==> config.mk <==
export PLATFORM = sky130hd
export DESIGN_NAME = sort_ctrl
export DESIGN_NICKNAME = d
export VERILOG_FILES = /design/src/rtl/sort_pkg.sv /design/src/rtl/sort_mem.sv /design/src/rtl/sort_ctrl.sv
export SDC_FILE = /design/constraint.sdc
export NUM_CORES = 1
export LEC_CHECK = 0
export ABC_AREA = 1
export ABC_CLOCK_PERIOD_IN_PS = 2690
export BUFFER_PORTS_ARGS = -buffer_cell sky130_fd_sc_hd__buf_2
export CAP_MARGIN = 0
export CORE_UTILIZATION = 37
export DETAILED_ROUTE_END_ITERATION = 6
export SETUP_SLACK_MARGIN = 0.15
export SYNTH_ARGS = -nofsm -noshare
export SYNTH_HDL_FRONTEND = slang
export SYNTH_HIERARCHICAL = 1
export SYNTH_SLANG_ARGS = --single-unit
==> constraint.sdc <==
create_clock -name clk -period 2.69 [get_ports clk]
set_input_delay 0.1345 -clock clk [delete_from_list [all_inputs] [get_ports clk]]
set_output_delay 0.1345 -clock clk [all_outputs]
set_load 0.05 [all_outputs]
==> src/rtl/sort_pkg.sv <==
// sort_pkg: shared definitions for the 8-entry bubble-sort controller.
//   DEPTH / WIDTH / AW : array geometry (8 entries of 8 bits, 3-bit address)
//   state_t            : sequencing states of sort_ctrl
package sort_pkg;
    localparam int DEPTH = 8;
    localparam int WIDTH = 8;
    localparam int AW    = 3;

    typedef enum logic [2:0] {
        IDLE,
        RD_A,
        RD_B,
        CMP,
        WR_A,
        WR_B,
        DONE
    } state_t;
endpackage

==> src/rtl/sort_mem.sv <==
// sort_mem: 8x8 storage array, one synchronous write port and one
// synchronous (registered) read port.
//   clk, nrst        : clock, asynchronous active-low reset (read register only)
//   rd, rdaddr       : read enable / address; rdata valid the following cycle
//   wr, wraddr, wdata: write enable / address / data
//   rdata            : registered read data
// The array itself is never reset so partially sorted contents survive nrst.
module sort_mem
    import sort_pkg::*;
(
    input  logic             clk,
    input  logic             nrst,
    input  logic             rd,
    input  logic             wr,
    input  logic [AW-1:0]    rdaddr,
    input  logic [AW-1:0]    wraddr,
    input  logic [WIDTH-1:0] wdata,
    output logic [WIDTH-1:0] rdata
);
    logic [WIDTH-1:0] mem [DEPTH];

    always_ff @(posedge clk) begin
        if (wr) begin
            mem[wraddr] <= wdata;
        end
    end

    always_ff @(posedge clk or negedge nrst) begin
        if (!nrst) begin
            rdata <= '0;
        end else if (rd) begin
            rdata <= mem[rdaddr];
        end
    end
endmodule

==> src/rtl/sort_ctrl.sv <==
// sort_ctrl: host-accessible 8x8 array with an in-place ascending bubble sort.
//   clk, nrst : clock, asynchronous active-low reset
//   start     : begin sorting (sampled only while ready=1)
//   wr, addr, data_in : host write port (honoured only while ready=1)
//   data_out  : mem[addr], one cycle after addr is presented (idle only)
//   ready     : 1 while idle
//   done      : one-cycle pulse, rises together with ready at the end of a sort
module sort_ctrl
    import sort_pkg::*;
(
    input  logic             clk,
    input  logic             nrst,
    input  logic             start,
    input  logic             wr,
    input  logic [AW-1:0]    addr,
    input  logic [WIDTH-1:0] data_in,
    output logic [WIDTH-1:0] data_out,
    output logic             ready,
    output logic             done
);
    state_t           state_reg;
    logic [AW-1:0]    i_reg;
    logic [AW-1:0]    j_reg;
    logic             swapped_reg;
    logic [WIDTH-1:0] a_reg;
    logic [WIDTH-1:0] b_reg;
    logic             ready_reg;
    logic             done_reg;

    logic             mem_rd;
    logic             mem_wr;
    logic [AW-1:0]    mem_rdaddr;
    logic [AW-1:0]    mem_wraddr;
    logic [WIDTH-1:0] mem_wdata;
    logic [WIDTH-1:0] mem_rdata;

    logic [AW-1:0]    j_inc;
    logic             pass_end;
    logic             swapped_now;
    logic             advance;

    assign j_inc    = j_reg + 3'd1;
    // Pass i compares pairs j = 0 .. 6-i, so j+1 never exceeds 7.
    assign pass_end = (j_reg == (3'd6 - i_reg));
    // The swap flag written in WR_B is not yet visible, so fold it in here.
    assign swapped_now = swapped_reg | (state_reg == WR_B);
    // Strict '>' keeps equal neighbours in place.
    assign advance  = ((state_reg == CMP) && !(a_reg > mem_rdata)) ||
                      (state_reg == WR_B);

    always_comb begin
        mem_rd     = 1'b0;
        mem_wr     = 1'b0;
        mem_rdaddr = addr;
        mem_wraddr = addr;
        mem_wdata  = data_in;
        case (state_reg)
            IDLE: begin
                mem_rd = 1'b1;
                mem_wr = wr;
            end
            RD_A: begin
                mem_rd     = 1'b1;
                mem_rdaddr = j_reg;
            end
            RD_B: begin
                mem_rd     = 1'b1;
                mem_rdaddr = j_inc;
            end
            WR_A: begin
                mem_wr     = 1'b1;
                mem_wraddr = j_reg;
                mem_wdata  = b_reg;
            end
            WR_B: begin
                mem_wr     = 1'b1;
                mem_wraddr = j_inc;
                mem_wdata  = a_reg;
            end
            default: ;
        endcase
    end

    always_ff @(posedge clk or negedge nrst) begin
        if (!nrst) begin
            state_reg   <= IDLE;
            i_reg       <= '0;
            j_reg       <= '0;
            swapped_reg <= 1'b0;
            a_reg       <= '0;
            b_reg       <= '0;
            ready_reg   <= 1'b1;
            done_reg    <= 1'b0;
        end else begin
            done_reg <= 1'b0;
            case (state_reg)
                IDLE: begin
                    if (start) begin
                        state_reg   <= RD_A;
                        ready_reg   <= 1'b0;
                        i_reg       <= '0;
                        j_reg       <= '0;
                        swapped_reg <= 1'b0;
                    end
                end
                RD_A: state_reg <= RD_B;
                RD_B: begin
                    a_reg     <= mem_rdata;
                    state_reg <= CMP;
                end
                CMP: begin
                    b_reg <= mem_rdata;
                    if (a_reg > mem_rdata) begin
                        state_reg <= WR_A;
                    end
                end
                WR_A: state_reg <= WR_B;
                WR_B: swapped_reg <= 1'b1;
                DONE: begin
                    done_reg  <= 1'b1;
                    ready_reg <= 1'b1;
                    state_reg <= IDLE;
                end
                default: begin
                    state_reg <= IDLE;
                    ready_reg <= 1'b1;
                end
            endcase

            // Shared by a non-swapping CMP and the end of a swap (WR_B);
            // these later assignments override the ones above.
            if (advance) begin
                if (!pass_end) begin
                    j_reg     <= j_inc;
                    state_reg <= RD_A;
                end else if (!swapped_now || (i_reg == 3'd6)) begin
                    state_reg <= DONE;
                end else begin
                    i_reg       <= i_reg + 3'd1;
                    j_reg       <= '0;
                    swapped_reg <= 1'b0;
                    state_reg   <= RD_A;
                end
            end
        end
    end

    sort_mem u_mem (
        .clk    (clk),
        .nrst   (nrst),
        .rd     (mem_rd),
        .wr     (mem_wr),
        .rdaddr (mem_rdaddr),
        .wraddr (mem_wraddr),
        .wdata  (mem_wdata),
        .rdata  (mem_rdata)
    );

    assign data_out = mem_rdata;
    assign ready    = ready_reg;
    assign done     = done_reg;
endmodule

# [After elaboration in Yosys (flattened, before gate mapping)]
# Memories as Yosys holds them, arrays and structs flattened. A register that Yosys moved wholly into a read port is not among the register bits.
# Cells that the tools add are included.
[totals] regBits=28 latchBits=0 ram_bits=64 rom_bits=0 in_bits=15 out_inout_bits=10 elab_cells=70 n_memories=1
[memory_table] name="u_mem.mem" depth=8 width=8 rd=1 rd_ports_with_merged_regs=1 write_ports=1 line="sort_mem.sv:20" text="logic [WIDTH-1:0] mem [DEPTH];"
[classes] add_sub_neg=3 mul=0 n_div=0 n_lt_le_gt_ge=1 eq_ne=12 n_shift=0 n_mux=31 n_bitwise=2 n_reduce_logical=12
[op_table] op="2-to-1 mux 3 bit" count=15
[op_table] op="one-hot mux 3 bit (6 select lines)" count=1
[op_table] op="one-hot mux 8 bit (2 select lines)" count=1
[op_table] op="equality test 3 bit (second input constant)" count=4
[op_table] op="one-hot mux 3 bit (2 select lines)" count=2
[op_table] op="2-to-1 mux 1 bit" count=9
[op_table] op="> comparator 8 bit" count=1
[op_table] op="adder 3 x 1 -> 3 bit (second input constant)" count=2
[op_table] op="equality test 3 x 2 -> 1 bit (second input constant)" count=2
[op_table] op="one-hot mux 1 bit (2 select lines)" count=3
[op_table] op="OR reduction 5 bit" count=1
[op_table] op="!= test 2 bit (second input constant)" count=2
[op_table] op="equality test 3 x 1 -> 1 bit (second input constant)" count=1
[op_table] op="equality test 3 bit" count=1
[op_table] op="logical NOT 1 bit" count=3
[op_table] op="logical NOT 3 bit" count=1
[op_table] op="!= test 3 x 2 -> 1 bit (second input constant)" count=1
[op_table] op="!= test 3 bit (second input constant)" count=1
[op_table] op="AND reduction 3 bit" count=1
[op_table] op="OR reduction 3 bit" count=1
[op_table] op="subtractor 3 bit (first input constant)" count=1
[op_table] op="logical OR 1 bit" count=2
[op_table] op="AND reduction 2 bit" count=1
[op_table] op="OR reduction 2 bit" count=1
[op_table] op="other kinds (3)" count=3

# [Depth between registers and ports, before layout]
[logic_depth] ltp_word=7 mapped_depth=14 ltp_nobuf=14

# [Modules after synthesis]
# The synthesis kept the hierarchy.
[modules_own_cells] module="sort_mem" instances=1 cells_each=297 area_per_inst_um2=3089.2 seq_area_each_um2=2122.0
[modules_own_cells] module="sort_ctrl" instances=1 cells_each=259 area_per_inst_um2=1856.8 seq_area_each_um2=701.9

# [Worst setup path before layout]
# No wires, ideal clock.
[synth_timing] path_type="reg2reg" startpoint="register state_reg[1]" endpoint="memory u_mem.mem[6][0] (enable)" setup_time_ns=0.370 arrival_time_ns=1.758 required_ns=2.320 path_slack_ns=0.562 path_stages_with_launch=9 period_less_slack_ns=2.128 path_cell_list="dfrtp_1 inv_1 nand2_4 nor2_8 inv_1 buf_2 o221ai_1 nand2_1 nor2_1"
[synth_lines] item="start: declaration" line="sort_ctrl.sv:21" text="state_t state_reg;"
[synth_lines] item="start signal: assignment" line="sort_ctrl.sv:86" text="state_reg <= IDLE;"
[synth_lines] item="start signal: assignment" line="sort_ctrl.sv:99" text="state_reg <= RD_A;"
[synth_lines] item="start signal: assignment" line="sort_ctrl.sv:106" text="RD_A: state_reg <= RD_B;"
[synth_lines] item="equality test 3 bit" line="sort_ctrl.sv:57" text="case (state_reg)"
[synth_lines] item="one-hot mux 3 bit (2 select lines) (*)" line="sort_ctrl.sv:57"
[synth_lines] item="net mem_wraddr[1]" line="sort_ctrl.sv:33" text="logic [AW-1:0] mem_wraddr;"
[synth_lines] item="end: declaration" line="sort_mem.sv:20"
# The timed path passes the listed nets; every way through them passes the cells marked *.

# [Final worst setup path]
[layout_timing] startpoint="register state_reg[2]" endpoint="register u_mem.rdata[1] (read register of u_mem.mem)"
[layout_lines] item="equality test 3 x 2 -> 1 bit / equality test 3 x 1 -> 1 bit (equally long branches)" line="sort_ctrl.sv:57"
[layout_lines] item="one-hot mux 3 bit (2 select lines) (*)" line="sort_ctrl.sv:57"
[layout_lines] item="net mem_rdaddr[0]" line="sort_ctrl.sv:32" text="logic [AW-1:0] mem_rdaddr;"
[layout_lines] item="end: declaration" line="sort_mem.sv:18" text="output logic [WIDTH-1:0] rdata"
# Marked as above.
# A chain may end at the register's enable or synchronous reset.

==> results.md <==
* Status: completed
* Post-Syn Area at 4950 sq um
* Area grow syn2layout at 13.7%
* Routed length per instance at 14.8 um
* DRC viols at 0
* Initial DRT Pass Iterations at 6
* #FFs+latches synth at 100
* Detailed-route via count at 3727
* Max-Cap Viols at 0
* Io pins at 25
* Resized cells post-CTS at 0
* Final period utilization at 0.852
* GRT Overall Usage at 0.178
* Post-synth ARST share at 0.360
* Post-synthesis cell count at 556
* Util after Layout at 0.439
* Net Count, Synth at 582
* Worst VDD drop at 0.677 mV
* Final setup viols at 0
* Clock Skew at 0.00698 ns
* R2R Setup Slk at 0.40 ns
* Final HPWL DP at 8260 um
* Max reg flops at 64
* Clk slew on worst S/H paths at 0.07 ns
* Pin count of the biggest net entering global routing at 37
* Sw Ratio at 0.433
* Hold crit path type: input port to flip-flop
* FILL cells at 1280
* Slew headroom at 0.419
* P_leak at 2.65 nW
* CP Class: flip-flop to flip-flop
* Sequential area share after synthesis at 0.571
* Inserted Diodes at 0
* CP Data Arrival Time at 2.53 ns
* Tot Pwr at 0.00659 W
* Grt ovf at 0
* Worst-case clock buffer depth at 2
* Routability cong. at 0.864
* Setup TNS at 0 ns
* YS warnings at 6
* I/O Buffers at 24
* Reg2reg end: u_mem/rdata[1]
* Critical Path Source Type: flip-flop
* Commonest non-fill, non-tap cells in the layout: nand2_1 (202), inv_1 (82), edfxtp_1 (64), nand3_1 (61), dfrtp_1 (35)
* Reg2Reg Launch Point: state_reg[2]
* Element type at the critical path end: flip-flop
* Starting density of the core at 0.386
* R2R depth at 10
* Cell variety after synth at 35
* Initial DRC Count at 259
* Vias in the first global route at 3789
* Comb power frac at 0.458
* Unrepaired setup endpoints after global routing: false
* Clock Sinks at 100
* PD cells at 1170 nW/um^2
* Data required time of the critical path at 2.93 ns
* Internal power at 0.00373 W
* Clk root buf: clkbuf_16
* Layout cell share with drive strength beyond 1 at 0.124
* Crit path max fanout at 32
* Max Freq at 436 MHz
* Worst-Margin Slew at 0.872 ns
* Ys flop type: edfxtp_1
* Clock share of power at 0.193
* Global-route wire length before repair at 18900 um
* Worst Setup SP: state_reg[2]
* Slew Limit Fails at 0
* Final ANT Viol Nets at 0
* Number of clock buffers inserted by TritonCTS at 9
* Die X at 118 um
* Vias/cell at 4.84
* CP endpoint: u_mem/rdata[1]
* Post-Route WL at 11400 um
* Skew-Pair Late Insertion Delay at 0.35 ns
* Minimum clock period at 2.29 ns
* Clock H-tree levels at 3
* Final hold vios at 0
* Biggest register: u_mem/mem
* Die Ht at 118 um
* Sequential share of power at 0.349
* Post-synth EDFFs at 64
* Layout Nets at 620
* CTS tree: done
* Commonest non-fill, non-tap cell in the layout: nand2_1
* Initial antenna violation count at 0
* Syn_area_per_cell at 8.90 sq um
* Core ar. at 12800 sq um
* Rows at 41
* P_sw at 0.00285 W
* Die Area at 13800 sq um
[final cells by class]
cell class | count | area, sq um | share of cell area
clock buffers | 9 | 225 | 0.0400
clock inverters | 6 | 65.1 | 0.0116
inverters | 87 | 329 | 0.0585
multi-input cells | 351 | 1660 | 0.295
flip-flops and latches | 100 | 2820 | 0.502
well taps | 172 | 215 | 0.0383
repair buffers | 45 | 305 | 0.0543
[layer usage]
| layer | share of wire | vias to the layer above | track usage | wire length, um |
|---|---|---|---|---|
| met5 | 0 | - | 0 | 0 |
| met4 | 0.025 | 0 | 0.0721 | 282 |
| met3 | 0.033 | 20 | 0.0354 | 378 |
| met2 | 0.47 | 74 | 0.291 | 5360 |
| met1 | 0.47 | 1786 | 0.230 | 5410 |
| li1 | - | 1847 | - | - |
[per-stage QoR]
step                      instances  worst slack, ns  hold WS, ns  instance area (sq um)
after floorplan                 556            0.562       -0.161                   4950
after global placement          753            0.499        0.307                   5300
after detailed placement        753            0.404        0.299                   5300
after CTS                       769            0.395        0.150                   5600
after global routing            770            0.154        0.182                   5620
final                           770            0.399        0.165                   5620
[worst min-delay path by stage]
| stage | slack [ns] | from | cells after the start | endpoint |
|---|---|---|---|---|
| floorplan | -0.16 | nrst | 0 | a_reg[0] |
| global placement | 0.31 | nrst | 1 | b_reg[2] |
| detailed placement | 0.30 | nrst | 1 | a_reg[2] |
| CTS | 0.15 | start | 3 | state_reg[0] |
| global route | 0.18 | start | 3 | state_reg[0] |
| finish | 0.17 | start | 3 | state_reg[0] |
[power by group through the flow]
stage               sequential, W  clock (W)  combinational [W]
floorplan                 0.00249          0            0.00203
global placement          0.00232          0            0.00294
detailed placement        0.00233          0            0.00296
CTS                       0.00230    0.00129            0.00298
global route              0.00234    0.00135            0.00338
finish                    0.00230    0.00127            0.00302
[repair_timing]
item | 4_1_cts | 5_1_grt
setup endpoints to repair | 0 | 2
endpoints found under the hold margin | 35 | 0
hold buffers | 1 | 0
setup buffers | 0 | 1
[Yosys cell counts (3+ instances only)]
cell type,instances,area (sq um)
buf_2,5,25.0
inv_1,82,308
edfxtp_1,64,1920
buf_6,7,78.8
nand2_1,202,758
a21oi_1,10,50.1
inv_2,4,15.0
nand3_1,61,305
o221ai_1,5,43.8
buf_4,3,22.5
o21ai_0,15,75.1
nor2_1,20,75.1
ha_1,11,138
dfrtp_1,35,876
o21ai_1,6,30.0
[critical path, stage by stage (launching register included)]
cell and delay [ns]:
dfrtp_1 0.47, nor3_1 0.36, inv_2 0.20, nand2_1 0.16
o221ai_2 0.21, inv_4 0.32, nand2_1 0.09, nand3_1 0.08
nand3_1 0.11, nand3_1 0.12, nand2_1 0.06
[kinds of logic (layout without fill, tap and decap cells)]
family / count (synthesis) / in the layout / share of synthesized area
DFF: 100 / 100 / 0.571
adders and majority gates: 11 / 11 / 0.0278
xor gates and xnor gates: 3 / 3 / 0.00531
AOI/OAI and AO/OA: 44 / 44 / 0.0526
and+or+nand+nor: 293 / 293 / 0.249
buffers and inverters: 105 / 147 / 0.0946
(Power assumes the default switching activity.)
